[src/rtl/fifo_arb_pkg.sv]
// Shared definitions for the FIFO write-side arbiter: requester count,
// index/counter widths and the FSM state encoding.
package fifo_arb_pkg;

    localparam int unsigned NREQ  = 4;
    localparam int unsigned IDX_W = 2;
    localparam int unsigned CNT_W = 4;

    typedef enum logic {
        IDLE = 1'b0,
        XFER = 1'b1
    } state_t;

endpackage

[src/rtl/fifo_wr_arbiter_rr_pick.sv]
// Round-robin winner selection: first set request bit searched upward from
// (ptr+1) mod NREQ, wrapping around so that ptr itself is examined last.
module rr_pick
    import fifo_arb_pkg::*;
(
    input  logic [3:0] req,
    input  logic [1:0] ptr,
    output logic [3:0] win_oh,
    output logic [1:0] win_idx
);

    logic [IDX_W-1:0] idx;
    logic             found;

    // Scan the requesters in rotated priority order; the first hit wins.
    always_comb begin
        win_oh  = '0;
        win_idx = '0;
        found   = 1'b0;
        idx     = '0;
        for (int unsigned k = 1; k <= NREQ; k++) begin
            idx = ptr + IDX_W'(k);
            if (!found && req[idx]) begin
                found       = 1'b1;
                win_oh[idx] = 1'b1;
                win_idx     = idx;
            end
        end
    end

endmodule

[src/rtl/fifo_wr_arbiter.sv]
// Four-requester burst arbiter feeding a FIFO write port. A grant lasts up
// to BURST_LEN accepted words, stalls on fifo_full and ends early when the
// granted requester drops its request. Bursts are separated by one IDLE cycle.
module fifo_wr_arbiter
    import fifo_arb_pkg::*;
#(
    parameter int unsigned DATA_W    = 8,
    parameter int unsigned BURST_LEN = 4
) (
    input  logic                  clk,
    input  logic                  rst,
    input  logic [3:0]            req,
    input  logic [4*DATA_W-1:0]   data_in,
    input  logic                  fifo_full,
    output logic                  wr_en,
    output logic [DATA_W-1:0]     wr_data,
    output logic [3:0]            gnt,
    output logic [3:0]            ack,
    output logic                  busy
);

    localparam logic [CNT_W-1:0] LAST_CNT = CNT_W'(BURST_LEN - 1);

    state_t           state_q, state_d;
    logic [3:0]       gnt_q, gnt_d;
    logic [CNT_W-1:0] cnt_q, cnt_d;
    // ptr_q doubles as the index of the active grant while in XFER.
    logic [IDX_W-1:0] ptr_q, ptr_d;

    logic [3:0]       win_oh;
    logic [IDX_W-1:0] win_idx;
    logic             req_g;

    rr_pick u_rr_pick (
        .req     (req),
        .ptr     (ptr_q),
        .win_oh  (win_oh),
        .win_idx (win_idx)
    );

    // State, grant, burst counter and priority pointer registers.
    always_ff @(posedge clk or posedge rst) begin
        if (rst) begin
            state_q <= IDLE;
            gnt_q   <= '0;
            cnt_q   <= '0;
            ptr_q   <= IDX_W'(NREQ - 1);
        end else begin
            state_q <= state_d;
            gnt_q   <= gnt_d;
            cnt_q   <= cnt_d;
            ptr_q   <= ptr_d;
        end
    end

    // Next-state logic and write-port outputs derived from the registered grant.
    always_comb begin
        state_d = state_q;
        gnt_d   = gnt_q;
        cnt_d   = cnt_q;
        ptr_d   = ptr_q;
        wr_en   = 1'b0;
        wr_data = '0;
        ack     = '0;
        req_g   = req[ptr_q];

        unique case (state_q)
            IDLE: begin
                if (|req) begin
                    state_d = XFER;
                    gnt_d   = win_oh;
                    ptr_d   = win_idx;
                    cnt_d   = '0;
                end
            end
            XFER: begin
                wr_en   = req_g & ~fifo_full;
                wr_data = data_in[ptr_q*DATA_W +: DATA_W];
                if (wr_en) begin
                    ack   = gnt_q;
                    cnt_d = cnt_q + CNT_W'(1);
                end
                if (!req_g || (wr_en && (cnt_q == LAST_CNT))) begin
                    state_d = IDLE;
                    gnt_d   = '0;
                end
            end
        endcase
    end

    assign gnt  = gnt_q;
    assign busy = (state_q == XFER);

endmodule

[config.mk]
export PLATFORM = sky130hd
export DESIGN_NAME = fifo_wr_arbiter
export DESIGN_NICKNAME = d
export VERILOG_FILES = /design/src/rtl/fifo_arb_pkg.sv /design/src/rtl/fifo_wr_arbiter_rr_pick.sv /design/src/rtl/fifo_wr_arbiter.sv
export SDC_FILE = /design/constraint.sdc
export NUM_CORES = 1
export LEC_CHECK = 0
export BUFFER_PORTS_ARGS = -buffer_cell sky130_fd_sc_hd__buf_4
export CAP_MARGIN = 0
export CORE_ASPECT_RATIO = 1.2
export CORE_MARGIN = 1
export CORE_UTILIZATION = 41
export DETAILED_ROUTE_END_ITERATION = 8
export PLACE_DENSITY_LB_ADDON = 0.2
export SYNTH_ARGS = -nofsm -noshare
export SYNTH_HDL_FRONTEND = slang
export SYNTH_SLANG_ARGS = --single-unit
[constraint.sdc]
create_clock -name clk -period 6.5 [get_ports clk]
set_input_delay 1.3 -clock clk [delete_from_list [all_inputs] [get_ports clk]]
set_output_delay 1.3 -clock clk [all_outputs]
set_load 0.01 [all_outputs]
# ---- Yosys cells after proc, flatten, opt, wreduce, memory -nomap -nowiden
# Cells that the tools add are included.
dict set report word_totals {
  output_inout_bits 18
  regBits 11
  wordCells 84
}
dict set report classes {
  magnitude_cmp 8
  n_bitwise 7
  reduce_logical 17
  n_mux 39
  shift 1
  eq_ne 4
  n_addsub 4
}
# operator n
set ops {}
lappend ops {{two-way mux 4 bit} 10}
lappend ops {{indexed part select 32 x 6 -> 8 bit} 1}
lappend ops {{case mux 4 bit (2 select lines)} 2}
lappend ops {{two-way mux 1 bit} 14}
lappend ops {{less-than comparator 2 x 3 -> 1 bit (second input constant)} 4}
lappend ops {{OR 4 bit} 3}
lappend ops {{binary-select mux 1 bit (select 2 bit)} 4}
lappend ops {{demux 1 bit (select 2 bit)} 4}
lappend ops {{>= comparator 2 x 1 -> 1 bit (second input constant)} 4}
lappend ops {{logical AND 1 bit} 8}
lappend ops {{two-way mux 8 bit} 1}
lappend ops {{two-way mux 2 bit} 3}
lappend ops {{adder 2 bit (second input constant)} 2}
lappend ops {{adder 4 x 1 -> 4 bit (second input constant)} 1}
lappend ops {{equality test 4 x 2 -> 1 bit (second input constant)} 1}
lappend ops {{zero test 1 bit} 4}
lappend ops {{!= test 2 x 1 -> 1 bit (second input constant)} 2}
lappend ops {{AND reduction 2 bit} 2}
lappend ops {{OR reduction 4 bit} 1}
lappend ops {{NOT 1 bit} 3}
lappend ops {{AND reduction 3 bit} 1}
lappend ops {{adder 2 x 1 -> 2 bit (second input constant)} 1}
lappend ops {{!= test 2 bit (second input constant)} 1}
lappend ops {{case mux 1 bit (2 select lines)} 1}
lappend ops {{2 further kinds} 2}

# ---- Longest topological paths before layout
# Gate-level depths: netlist of the first run.
dict set report depth {
  depth_word 15
  depth_mapped 9
  mapped_depth_nobuf 6
}

# ---- Cells and area by module
# Synthesis of the first run repeated with hierarchy kept, for this count alone.
dict set report hier_totals {
  hier_cells 132
  hier_area_um2 1348.8
}
# mod n_inst cells_per_inst area_per_inst_um2 seq_area_each_um2
set modules_own_cells {}
lappend modules_own_cells {fifo_wr_arbiter 1 73 858.3 277.8}
lappend modules_own_cells {rr_pick 1 59 490.5 0.0}

# ---- Worst setup path after synthesis of the first run
# Ideal clock, no wire load.
dict set report synth_path {
  kind {input port to output port}
  from {input req[3]}
  to {output ack[0]}
  t_arrival_ps 2214
  stages 4
  path_slack_ps 2986
  required_ps 5200
  path_cell_list {mux4_2 > nand3b_4 > inv_2 > and2_1}
}
dict set report synth_via {
  elab_chain_len 5
}
# item line_no
set synth_lines {}
lappend synth_lines {{start, declared} fifo_wr_arbiter.sv:12} ;# input logic [3:0] req,
lappend synth_lines {{binary-select mux 1 bit (select 2 bit)} fifo_wr_arbiter.sv:65} ;# req_g = req[ptr_q];
lappend synth_lines {{two-way mux 1 bit (not written as such)} fifo_wr_arbiter.sv:65}
lappend synth_lines {{bitwise AND 1 bit} fifo_wr_arbiter.sv:77} ;# wr_en = req_g & ~fifo_full;
lappend synth_lines {{two-way mux 4 bit} fifo_wr_arbiter.sv:79} ;# if (wr_en) begin
lappend synth_lines {{two-way mux 4 bit} fifo_wr_arbiter.sv:67} ;# unique case (state_q)
lappend synth_lines {{end, declared} fifo_wr_arbiter.sv:18} ;# output logic [3:0] ack,
# Every way passes these cells. The select of a mux whose other input is x is not followed.

# ---- Final worst setup path of the first run
# Ends and elaborated chain as after synthesis.

==> qor.yml, run 1 <==
fp.dieW_um: 51.5
drc: 0
cp-end-kind: "output pin"
synth_edf_count: 0
hold_depth: 1
grt_pass1_wl_um: 4280
p_leak_nw: 0.793
path_delay_family: "multiplexers"
combPwrFrac_pct: 68.6
r2r_slack_ps: 3610
yosys_most_used_dff: "dfrtp_1"
grt-ovfl-total: 0
placed_cell_area_um2: 1630
place_hpwl_um: 2300
cts_tree: "built"
clk_pin_slew_worst_paths_ps: 70
fin_cells: 197
final_cell_mix: "buf_4, mux4_2, and2_1"
max_freq_ghz: 0.261
netlist_instances: 110
grt_antenna_before_repair: 0
grtUsageTotal_pct: 18.1
final_antenna_net_count: 0
vias: 1062
htreeDepth: 1
worstMarginPinSlew_ps: 545
hold_viol: 0
cp_common_cell: "buf_4"
post-route-period-util_pct: 58.9
grt_max_degree: 21
cp_max_fo: 7
seq_area_um2: 278
skew_ps: 4.68
wl_met3_um: 60
cp.depth: 6
max_stage_delay_ps: 550
reg2reg_to: "gnt[3]"
worstSkewPairLatency_ps: 260
synth_area_um2: 1210
wl_met1_um: 1120
timing.rr.start: "ptr_q[0]"
power_switching_mw: 0.294
slew_headroom_pct: 63.7
rsz0062_at_grt: "false"
slowest_stage: "mux4_2"
nNetsFinal: 212
pin_count: 57
drt-initial-drc-count: 10
p_int_mw: 0.382
crit_type: "in2out"
hold_slack_ps: 531
cts_root_buffer: "clkbuf_4"
p_clk_share_pct: 6.5
worstHoldStart: "cnt_q[2]"
wl_um: 2840
cts.sinks: 11
reg2regPathDepth: 6
wl_per_cell_um: 14.4
vias_per_cell: 5.39
status: "complete, no violations"
antennaDiodeCount: 0
slew_violations: 0
powerDensity_nw_per_um2: 409
drive_above_1_share_pct: 49.1
holdPathEnd: "cnt_q[2]"
syn_area_per_cell_um2: 11.0
place_inst: 193
worstPathRequired_ps: 5200
row_count: 21
gp_congestion: 0.762
path_cells: "buf_4 > mux4_2 > nand3b_4 > inv_2 > and2_1 > buf_4"
wl_met2_um: 1660
syn_nets: 158
post-route-cell-area_um2: 1650
period_needed_ps: 3830
ys_seq_area_share_pct: 23.0
die_y_um: 61.4
ys_seq_elements: 11
swShare_pct: 43.5
final_common_cell: "buf_4"
num-fill-cells: 245
setup_tns_ps: 0
syn2layout_area_growth_pct: 36.9
ctsResizeCount: 0
post_cts_buffers: 0
ir_drop_mv: 0.221
multi_input_area_um2: 847
initial_utilization_pct: 43.3
cap_violations: 0
crit_buf_inv: 3
utilization_pct: 59.3
synth.distinct_cells: 38
cp-start-kind: "input pin"
clockBufferDepth: 2
die_area_um2: 3160
postSynth.asyncResetShare_pct: 100
worstPathArrival_ps: 2530
firstDrtPassIters: 4
highest_layer: "met3"
synth_warnings: 0
io_buffers: 56
cts_made_buffers: 3
grt_pass1_vias: 969
hold_path.class: "reg2reg"
fp.coreArea_um2: 2790
cts_hold_buffers: 0
seq_power_share_pct: 25.0
setup_viol_count_final: 0
-- layout make-up --
| cell class | count | share of cell area, % |
|---|---|---|
| inverter | 10 | 2.27 |
| clock buffer | 4 | 1.59 |
| tap | 34 | 2.58 |
| sequential | 11 | 16.8 |
| timing repair buffer | 56 | 25.5 |
| multi-input combinational | 82 | 51.3 |
-- flip-flops by register name, summed over array words and instances, names as in the netlist --
name   flops
ptr_q      2
busy       1
gnt        4
cnt_q      4
-- power by group through the flow --
stage	Clock (mW)	Combinational [mW]	Sequential, mW
detailed placement	0	0.464	0.172
finish	0.0438	0.464	0.169
global placement	0	0.450	0.170
global route	0.0474	0.504	0.180
floorplan	0	0.380	0.129
CTS	0.0455	0.465	0.171
-- per-layer routing --
layer | GRT usage [%] | vias to the layer above
met4 | 5.41 | 0
met1 | 20.9 | 516
met5 | 0 | -
li1 | - | 523
met3 | 0.988 | 0
met2 | 35.8 | 23
-- synthesized netlist by cell type, drive strengths merged, types with 3 or more instances --
master | count | area share, %
nand3 | 3 | 1.2
mux4 | 12 | 22
mux2i | 4 | 3.3
buf | 5 | 3.0
dfrtp | 9 | 19
nand2 | 3 | 0.93
a21oi | 4 | 1.7
ha | 9 | 9.3
and2 | 13 | 7.0
inv | 10 | 3.1
o21ai | 3 | 1.2
a221oi | 4 | 2.9
a221o | 4 | 3.3
nand3b | 5 | 4.1
-- how the worst max path moves through the flow --
stage	from	endpoint	slack (ps)
after floorplan	req[3]	ack[0]	2990
after global placement	req[3]	ack[3]	2720
after detailed placement	req[3]	ack[0]	2680
after CTS	req[3]	ack[0]	2680
after global routing	req[3]	ack[1]	2630
final	req[3]	ack[0]	2670
-- logic make-up (layout without fill, tap and decap cells) --
group / count (synthesis) / after routing / synth area share, %
adders and majority gates: 9 / 9 / 9.34
xor gates and xnor gates: 1 / 1 / 0.726
AOI/OAI and AO/OA: 22 / 22 / 14.1
DFF: 11 / 11 / 23.0
and+or+nand+nor: 33 / 33 / 19.1
muxes: 17 / 17 / 27.0
buffers and inverters: 17 / 70 / 6.74
-- through the flow --
step           setup slack, ps  power [mW]
2_1_floorplan             2990       0.509
3_3_place_gp              2720       0.620
3_5_place_dp              2680       0.637
4_1_cts                   2680       0.682
5_1_grt                   2630       0.731
6_report                  2670       0.676
Note: power is estimated with default switching activity, not from simulation.
==> run 2, diff against run 1 <==
==> constraint.sdc (replaced) <==
create_clock -name clk -period 4 [get_ports clk]
set_input_delay 0.8 -clock clk [delete_from_list [all_inputs] [get_ports clk]]
set_output_delay 0.8 -clock clk [all_outputs]
set_load 0.01 [all_outputs]
==> qor.yml, run 2 (synthesis gave the netlist of run 1 again) <==
row_count: 21
fp.coreArea_um2: 2790
slew_violations: 0
cap_violations: 0
clockBufferDepth: 2
cts_root_buffer: "clkbuf_4"
worstPathArrival_ps: 2360
skew_ps: 6.03
pin_count: 57
setup_viol_count_final: 0
hold_viol: 0
cp-start-kind: "register"
drt-initial-drc-count: 16
nNetsFinal: 212
grt_antenna_before_repair: 0
worstMarginPinSlew_ps: 545
cts_made_buffers: 3
place_ws_ps: 1080
final_antenna_net_count: 0
final_cell_mix: "buf_4, mux4_2, and2_1"
setup_tns_ps: 0
crit_type: "reg2out"
powerDensity_nw_per_um2: 666
clk_pin_slew_worst_paths_ps: 70
cp.depth: 5
worstSkewPairLatency_ps: 270
p_leak_nw: 0.793
grt_max_degree: 21
fin_ws_ps: 844
grt_pass1_vias: 991
drc: 0
grtUsageTotal_pct: 17.6
rsz0062_at_grt: "false"
post-route-period-util_pct: 78.9
status: "complete, no violations"
place_hpwl_um: 2200
slowest_stage: "dfstp_2"
vias: 1088
drive_above_1_share_pct: 49.1
max_freq_ghz: 0.317
cts_hold_buffers: 0
timing.rr.start: "ptr_q[0]"
firstDrtPassIters: 4
grt_pass1_wl_um: 4150
wl_um: 2720
r2r_slack_ps: 1120
initial_utilization_pct: 43.3
cp_max_fo: 20
period_needed_ps: 3160
ctsResizeCount: 0
cts_tree: "built"
vias_per_cell: 5.52
path_cells: "mux4_2 > nand3b_4 > inv_2 > and2_1 > buf_4"
ir_drop_mv: 0.442
max_stage_delay_ps: 890
cts.sinks: 11
fp.dieW_um: 51.5
reg2reg_to: "gnt[1]"
hold_path.class: "in2async"
antennaDiodeCount: 0
gp_congestion: 0.850
grt-ovfl-total: 0
worstPathRequired_ps: 3200
htreeDepth: 1
crit_buf_inv: 2
slew_headroom_pct: 63.6
die_area_um2: 3160
die_y_um: 61.4
reg2regPathDepth: 6
cp-end-kind: "output pin"
wl_per_cell_um: 13.8
io_buffers: 56
path_delay_family: "flip-flops"
syn2layout_area_growth_pct: 36.9
final_common_cell: "buf_4"
post_cts_buffers: 0
==> run 2: cell counts in the layout (fill, tap and decap cells not counted) <==
No cell type changed its count.
==> run 2: layout make-up <==
class / count / area (um2)
Clock buffer: 4 / 26.3
Timing Repair Buffer: 56 / 420
Fill cell: 253 / 1130
Tap cell: 34 / 42.5
Multi-Input combinational cell: 82 / 847
Inverter: 10 / 37.5
Sequential cell: 11 / 278
==> run 2: power breakdown <==
part	total (mW)	leakage [nW]	internal, mW	switching, mW
sequential	0.272	0.139	0.162	0.110
combinational	0.754	0.639	0.421	0.333
clock	0.0738	0.0150	0.0386	0.0353
total	1.10	0.793	0.621	0.479
==> run 2: how the worst max path moves through the flow <==
stage	slack (ps)	start	endpoint
floorplan	1280	ptr_q[0]	gnt[0]
global placement	1140	ptr_q[0]	ack[1]
detailed placement	1080	ptr_q[0]	gnt[1]
CTS	800	ptr_q[0]	ack[0]
global route	710	ptr_q[0]	ack[3]
finish	840	ptr_q[0]	ack[3]
==> run 2: worst reg2reg max path: stages (launching register included) <==
cell and delay, ps:
dfstp_2 890, inv_1 240, ha_1 420, mux4_2 610
nor4b_4 310, and2_4 210, a221o_1 140
==> run 2: layer usage <==
metal  wire length (um)  track usage (%)
met3                 70            0.988
met1               1110             20.8
met4                 45             8.88
met5                  0                0
met2               1500             32.5
==> run 2: metrics by stage <==
step | utilization (%) | area [um2] | power (mW) | cells | hold WS [ps]
2_1_floorplan | - | 1210 | 0.827 | 110 | 470
3_3_place_gp | 58.4 | 1630 | 1.01 | 193 | 495
3_5_place_dp | 58.4 | 1630 | 1.03 | 193 | 502
4_1_cts | 59.3 | 1650 | 1.11 | 197 | 517
5_1_grt | 59.3 | 1650 | 1.18 | 197 | 535
6_report | 59.3 | 1650 | 1.10 | 197 | 510
